$ cat src/rtl/mul_seq.sv
// mul_seq: operand FIFO and issue sequencer for the iterative multiplier, with a result register and a watchdog
module mul_seq #(
  parameter int DEPTH = 4,
  parameter int TMO = 64
) (
  input  logic        ck,
  input  logic        rst,
  input  logic        in_valid,
  output logic        in_ready,
  input  logic [7:0]  in_a,
  input  logic [7:0]  in_b,
  output logic [7:0]  mul_a,
  output logic [7:0]  mul_b,
  output logic        mul_start,
  input  logic [16:0] mul_o,
  input  logic        mul_fin,
  output logic        out_valid,
  input  logic        out_ready,
  output logic [7:0]  out_a,
  output logic [7:0]  out_b,
  output logic [16:0] out_p,
  output logic        err,
  output logic        busy,
  output logic [15:0] done_cnt
);
  localparam int AW = $clog2(DEPTH);
  localparam int WW = $clog2(TMO);
  typedef enum logic [1:0] {IDLE, WAIT, HOLD} state_t;
  state_t state, nxt;
  logic [15:0] mem [DEPTH];
  logic [AW-1:0] wp, rp;
  logic [AW:0] cnt;
  logic [WW-1:0] wdog;
  logic push, pop, fin_ok, tmo;
  always_ff @(posedge ck or posedge rst)
    if (rst) state <= IDLE;
    else state <= nxt;
  always_comb
    nxt = (state == IDLE && pop) ? WAIT :
          (state == WAIT && fin_ok) ? HOLD :
          (state == WAIT && tmo) ? IDLE :
          (state == HOLD && out_ready) ? IDLE : state;
  // wdog==0 marks the first WAIT cycle, where a stale fin must be ignored
  always_comb begin
    in_ready = cnt != (AW+1)'(DEPTH);
    busy = state != IDLE || cnt != '0;
    push = in_valid && in_ready;
    pop = state == IDLE && cnt != '0;
    fin_ok = state == WAIT && wdog != '0 && mul_fin;
    tmo = state == WAIT && !fin_ok && wdog == WW'(TMO - 1);
  end
  always_ff @(posedge ck)
    if (push) mem[wp] <= {in_a, in_b};
  always_ff @(posedge ck or posedge rst)
    if (rst) begin
      wp <= '0;
      rp <= '0;
      cnt <= '0;
    end else begin
      if (push) wp <= wp + 1'b1;
      if (pop) rp <= rp + 1'b1;
      cnt <= cnt + (AW+1)'(push) - (AW+1)'(pop);
    end
  always_ff @(posedge ck or posedge rst)
    if (rst) begin
      mul_a <= '0;
      mul_b <= '0;
      mul_start <= 1'b0;
      out_a <= '0;
      out_b <= '0;
      out_p <= '0;
      out_valid <= 1'b0;
      err <= 1'b0;
      done_cnt <= '0;
      wdog <= '0;
    end else begin
      mul_start <= pop;
      err <= tmo;
      if (pop) begin
        {mul_a, mul_b} <= mem[rp];
        {out_a, out_b} <= mem[rp];
        wdog <= '0;
      end else if (state == WAIT) wdog <= wdog + 1'b1;
      if (fin_ok) begin
        out_p <= mul_o;
        out_valid <= 1'b1;
        done_cnt <= done_cnt + 16'd1;
      end else if (state == HOLD && out_ready) out_valid <= 1'b0;
    end
endmodule

$ cat config.mk
export PLATFORM = sky130hd
export DESIGN_NAME = mul_seq
export DESIGN_NICKNAME = d
export VERILOG_FILES = /design/src/rtl/mul_seq.sv
export SDC_FILE = /design/constraint.sdc
export NUM_CORES = 1
export LEC_CHECK = 0
export CAP_MARGIN = 20
export CORE_MARGIN = 2
export CORE_UTILIZATION = 55
export DETAILED_ROUTE_END_ITERATION = 10
export GPL_ROUTABILITY_DRIVEN = 0
export GPL_TIMING_DRIVEN = 0
export PLACE_DENSITY_LB_ADDON = 0.05
export SYNTH_ARGS = -nofsm -noshare
export SYNTH_HDL_FRONTEND = slang
export SYNTH_SLANG_ARGS = --single-unit
$ cat constraint.sdc
create_clock -name ck -period 3.9 [get_ports ck]
set_input_delay 0.78 -clock ck [delete_from_list [all_inputs] [get_ports ck]]
set_output_delay 0.78 -clock ck [all_outputs]
set_load 0.05 [all_outputs]
==> key figures <==
Power and ir drop
  – Leak pwr: 3.037 nW
  – VDD IR max: between 0.5 and 0.6 mV
  – Total chip power: ~6.5 mW
  – Power Density: 910.9 mW/mm^2

Routing
  – Final wirelength: approximately 11000 um
  – Routed vias/inst: ~5.2
  – DRC errors left: 0
  – Routed Antenna Nets: 0
  – Vias: 3429
  – Pre-Repair DR Iteration Count: 4
  – DR WL/cell: approximately 16 um
  – Iter 0 DRT Violations: roughly 190

Critical path
  – Reg-to-Reg End: cnt[2]
  – Cell Chain, Critical Path: nor3_1 > nand2_1 > clkdlybuf4s50_1
  – FF-to-FF setup slack: ~1.2 ns
  – Crit path capture: busy
  – Slowest-stage cell, CP: clkdlybuf4s50_1
  – Worst Path Required: between 3 and 4 ns
  – Crit Path Category: flip-flop to output port
  – CP max stage delay: 0.72 ns
  – CP max FO: 4
  – Worst Setup End Kind: output port
  – CP Launch Point: cnt[1]
  – FF-to-FF Start: cnt[1]
  – Worst path arrival time: approximately 2.0 ns
  – Reg2Reg Depth: 11
  – Worst setup SP type: flip-flop

Floorplanning
  – Die height: between 100 and 150 um
  – Horiz. Die Dim: a little over 100 um
  – Core region area: 0.009328 mm^2
  – # rows: 35
  – Die ar.: 0.01053 mm^2
  – I/O pins: approximately 110
  – Initial Utilization: 0.5733

Timing
  – Worst slew margin: 0.4062
  – FMAX: 357.8 MHz
  – Final setup fails: 0
  – Pins over their slew limit: 0
  – Final Cycle Share: 0.7166
  – Post-Route Setup TNS: 0 ns
  – Unrepaired setup endpoints after global routing: no
  – Fin Clk Skew: ~0.0072 ns
  – Minimum clock period: roughly 2.8 ns
  – Slew @ Worst Pin: a little under 0.9 ns
  – Final Hold Fails: 0

Cells and area
  – # nets final: about 570
  – Layout cells sized above 1: 0.1482
  – Layout Cells excl Fill: between 600 and 700
  – Ant diodes: 0
  – Area grow syn2layout: 34.02%

GRT
  – Vias in the first global route: 3446
  – GRT Overall Usage: 0.2187
  – First-pass GRT wire length: approximately 17000 um
  – Initial antenna violation count: 0
  – Largest net degree at the start of global routing: 68
  – GR Overflow Total: 0

Synthesis
  – Post-synth net total: between 400 and 500
  – Cell area after synthesis: between 0.005 and 0.006 mm^2
  – Mapped Cells: about 400
  – Yosys top cell area share: 0.3594
  – Syn Area/Cell: roughly 14 um^2
  – Number of enable flip-flop cells after synthesis: 64
  – Seq/Total Area, Yosys: 0.6729
  – Largest area contributor in the netlist: edfxtp_1
  – Synth Register Bits: between 100 and 150
  – Ys flop type: dfrtp_1
  – Syn. warnings: 0
  – Synth cell types: 36
  – Area contributors post-synth: edfxtp_1 36%, dfrtp_1 31%, nand2_1 8.2%, mux4_2 6.7%, buf_4 2.4%
  – Synth async-reset ratio: 0.5115

Placed design
  – Dpl cells: 630
  – Port Buffers: 107
  – Hpwl dp: 6812 um

Clock tree
  – Longest Clk Path Bufs: 2
  – Skew-Pair Late Insertion Delay: 0.52 ns
  – Clock root buffer master: clkbuf_8
  – Post-CTS Hold Fix Bufs: 0
  – CTS H-tree lvls: 4
  – CTS tree: built
  – CTS buffer count: 17
  – # clock sinks: around 130
  – Setup Buffers After CTS: 0
  – Clock-pin slew on the worst setup and hold paths: 0.06 ns
  – Post-CTS sizing: 0

Run
  – MaxCap Viol Count: 0

Status
  – Status: completed

Worst hold path
  – Worst Hold Class: flip-flop to flip-flop
==> report_power, final <==
| part | total (mW) | switching, mW | leakage [nW] | internal [mW] |
|---|---|---|---|---|
| logic | 2.85 | 1.81 | 1.33 | 1.05 |
| registers | 2.12 | 0.244 | 1.43 | 1.87 |
| clock network | 1.56 | 0.628 | 0.284 | 0.931 |
| total | 6.53 | 2.68 | 3.04 | 3.85 |
==> metrics by stage <==
step	hold WS (ns)	area [um^2]	util	setup slack [ns]
final	0.4744	7167	0.7683	1.105
after global routing	0.5042	7167	0.7683	1.001
after CTS	0.4779	7167	0.7683	1.082
after detailed placement	0.4621	6583	0.7057	1.050
after global placement	0.4557	6580	0.7054	0.2683
after floorplan	0.4708	5348	-	1.437
==> metal layers <==
metal  up-vias  wire length (um)  GRT usage
li1       1601                 -          -
met1      1707              4491     0.2693
met2       102              5522     0.3690
met3        19               507    0.05424
met4         0               188    0.09744
met5         -                 0          0
==> cells in the mapped netlist, types with 5 or more instances <==
| cell type | n |
|---|---|
| and3_1 | 7 |
| buf_2 | 7 |
| buf_4 | 17 |
| dfrtp_1 | 67 |
| edfxtp_1 | 64 |
| ha_1 | 9 |
| inv_1 | 14 |
| mux4_2 | 16 |
| nand2_1 | 117 |
| nand3_1 | 6 |
| nand4_1 | 9 |
| nor2_1 | 5 |
| xnor2_1 | 14 |
| xor2_1 | 8 |
==> state kept, by name (all words and copies together), names as in the netlist <==
name / count
mem: 64
done_cnt: 16
out_p: 17
rp: 2
out_valid: 1
mul_start: 1
wp: 2
wdog: 6
cnt: 3
mul_b: 8
err: 1
out_a: 8
state: 2
==> layout by cell type (no fill, tap or decap), drive strengths merged, types with 3 or more instances in the layout <==
| master | instances |
|---|---|
| xnor2 | 14 |
| clkdlybuf4s50 | 107 |
| nor3 | 4 |
| nand3 | 6 |
| and3 | 7 |
| o21ai | 3 |
| inv | 22 |
| nor2 | 5 |
| clkinv | 3 |
| clkbuf | 22 |
| dfrtp | 67 |
| mux4 | 16 |
| nand2 | 117 |
| ha | 9 |
| nor4 | 4 |
| nand4 | 9 |
| buf | 26 |
| edfxtp | 64 |
| xor2 | 8 |
==> logic make-up (layout without fill, tap and decap cells) <==
family | after synthesis | count (layout) | synth area share
AO/OA/AOI/OAI | 10 | 10 | 0.01544
XOR/XNOR | 22 | 22 | 0.03603
adder cells (fa/ha/maj) | 10 | 10 | 0.02480
buffers and inverters | 44 | 183 | 0.04726
flip-flops | 131 | 131 | 0.6729
multiplexers | 17 | 17 | 0.06949
AND/OR/NAND/NOR | 160 | 160 | 0.1341
==> critical path: cells and delay by family (launching register included) <==
kind                   cells  cell delay, ns
buffers and inverters      1            0.72
DFF                        1            0.44
and+or+nand+nor            2            0.34
==> worst min-delay path by stage <==
stage,start,end,cells past startpoint
final,out_p[12],out_p[12],2
after global routing,out_p[12],out_p[12],2
after CTS,out_p[12],out_p[12],2
after detailed placement,out_valid,out_valid,2
after global placement,out_p[12],out_p[12],2
after floorplan,wdog[5],wdog[5],1
==> area by class of cell <==
class                           instances  area [um^2]
Inverter                               14        55.05
Multi-Input combinational cell        219         1496
Clock inverter                         14        166.4
Timing Repair Buffer                  107         1071
Buffer                                 30        200.2
Sequential cell                       131         3598
Fill cell                             621         2161
Tap cell                              129        161.4
Clock buffer                           18        417.9
(Power assumes the default switching activity.)
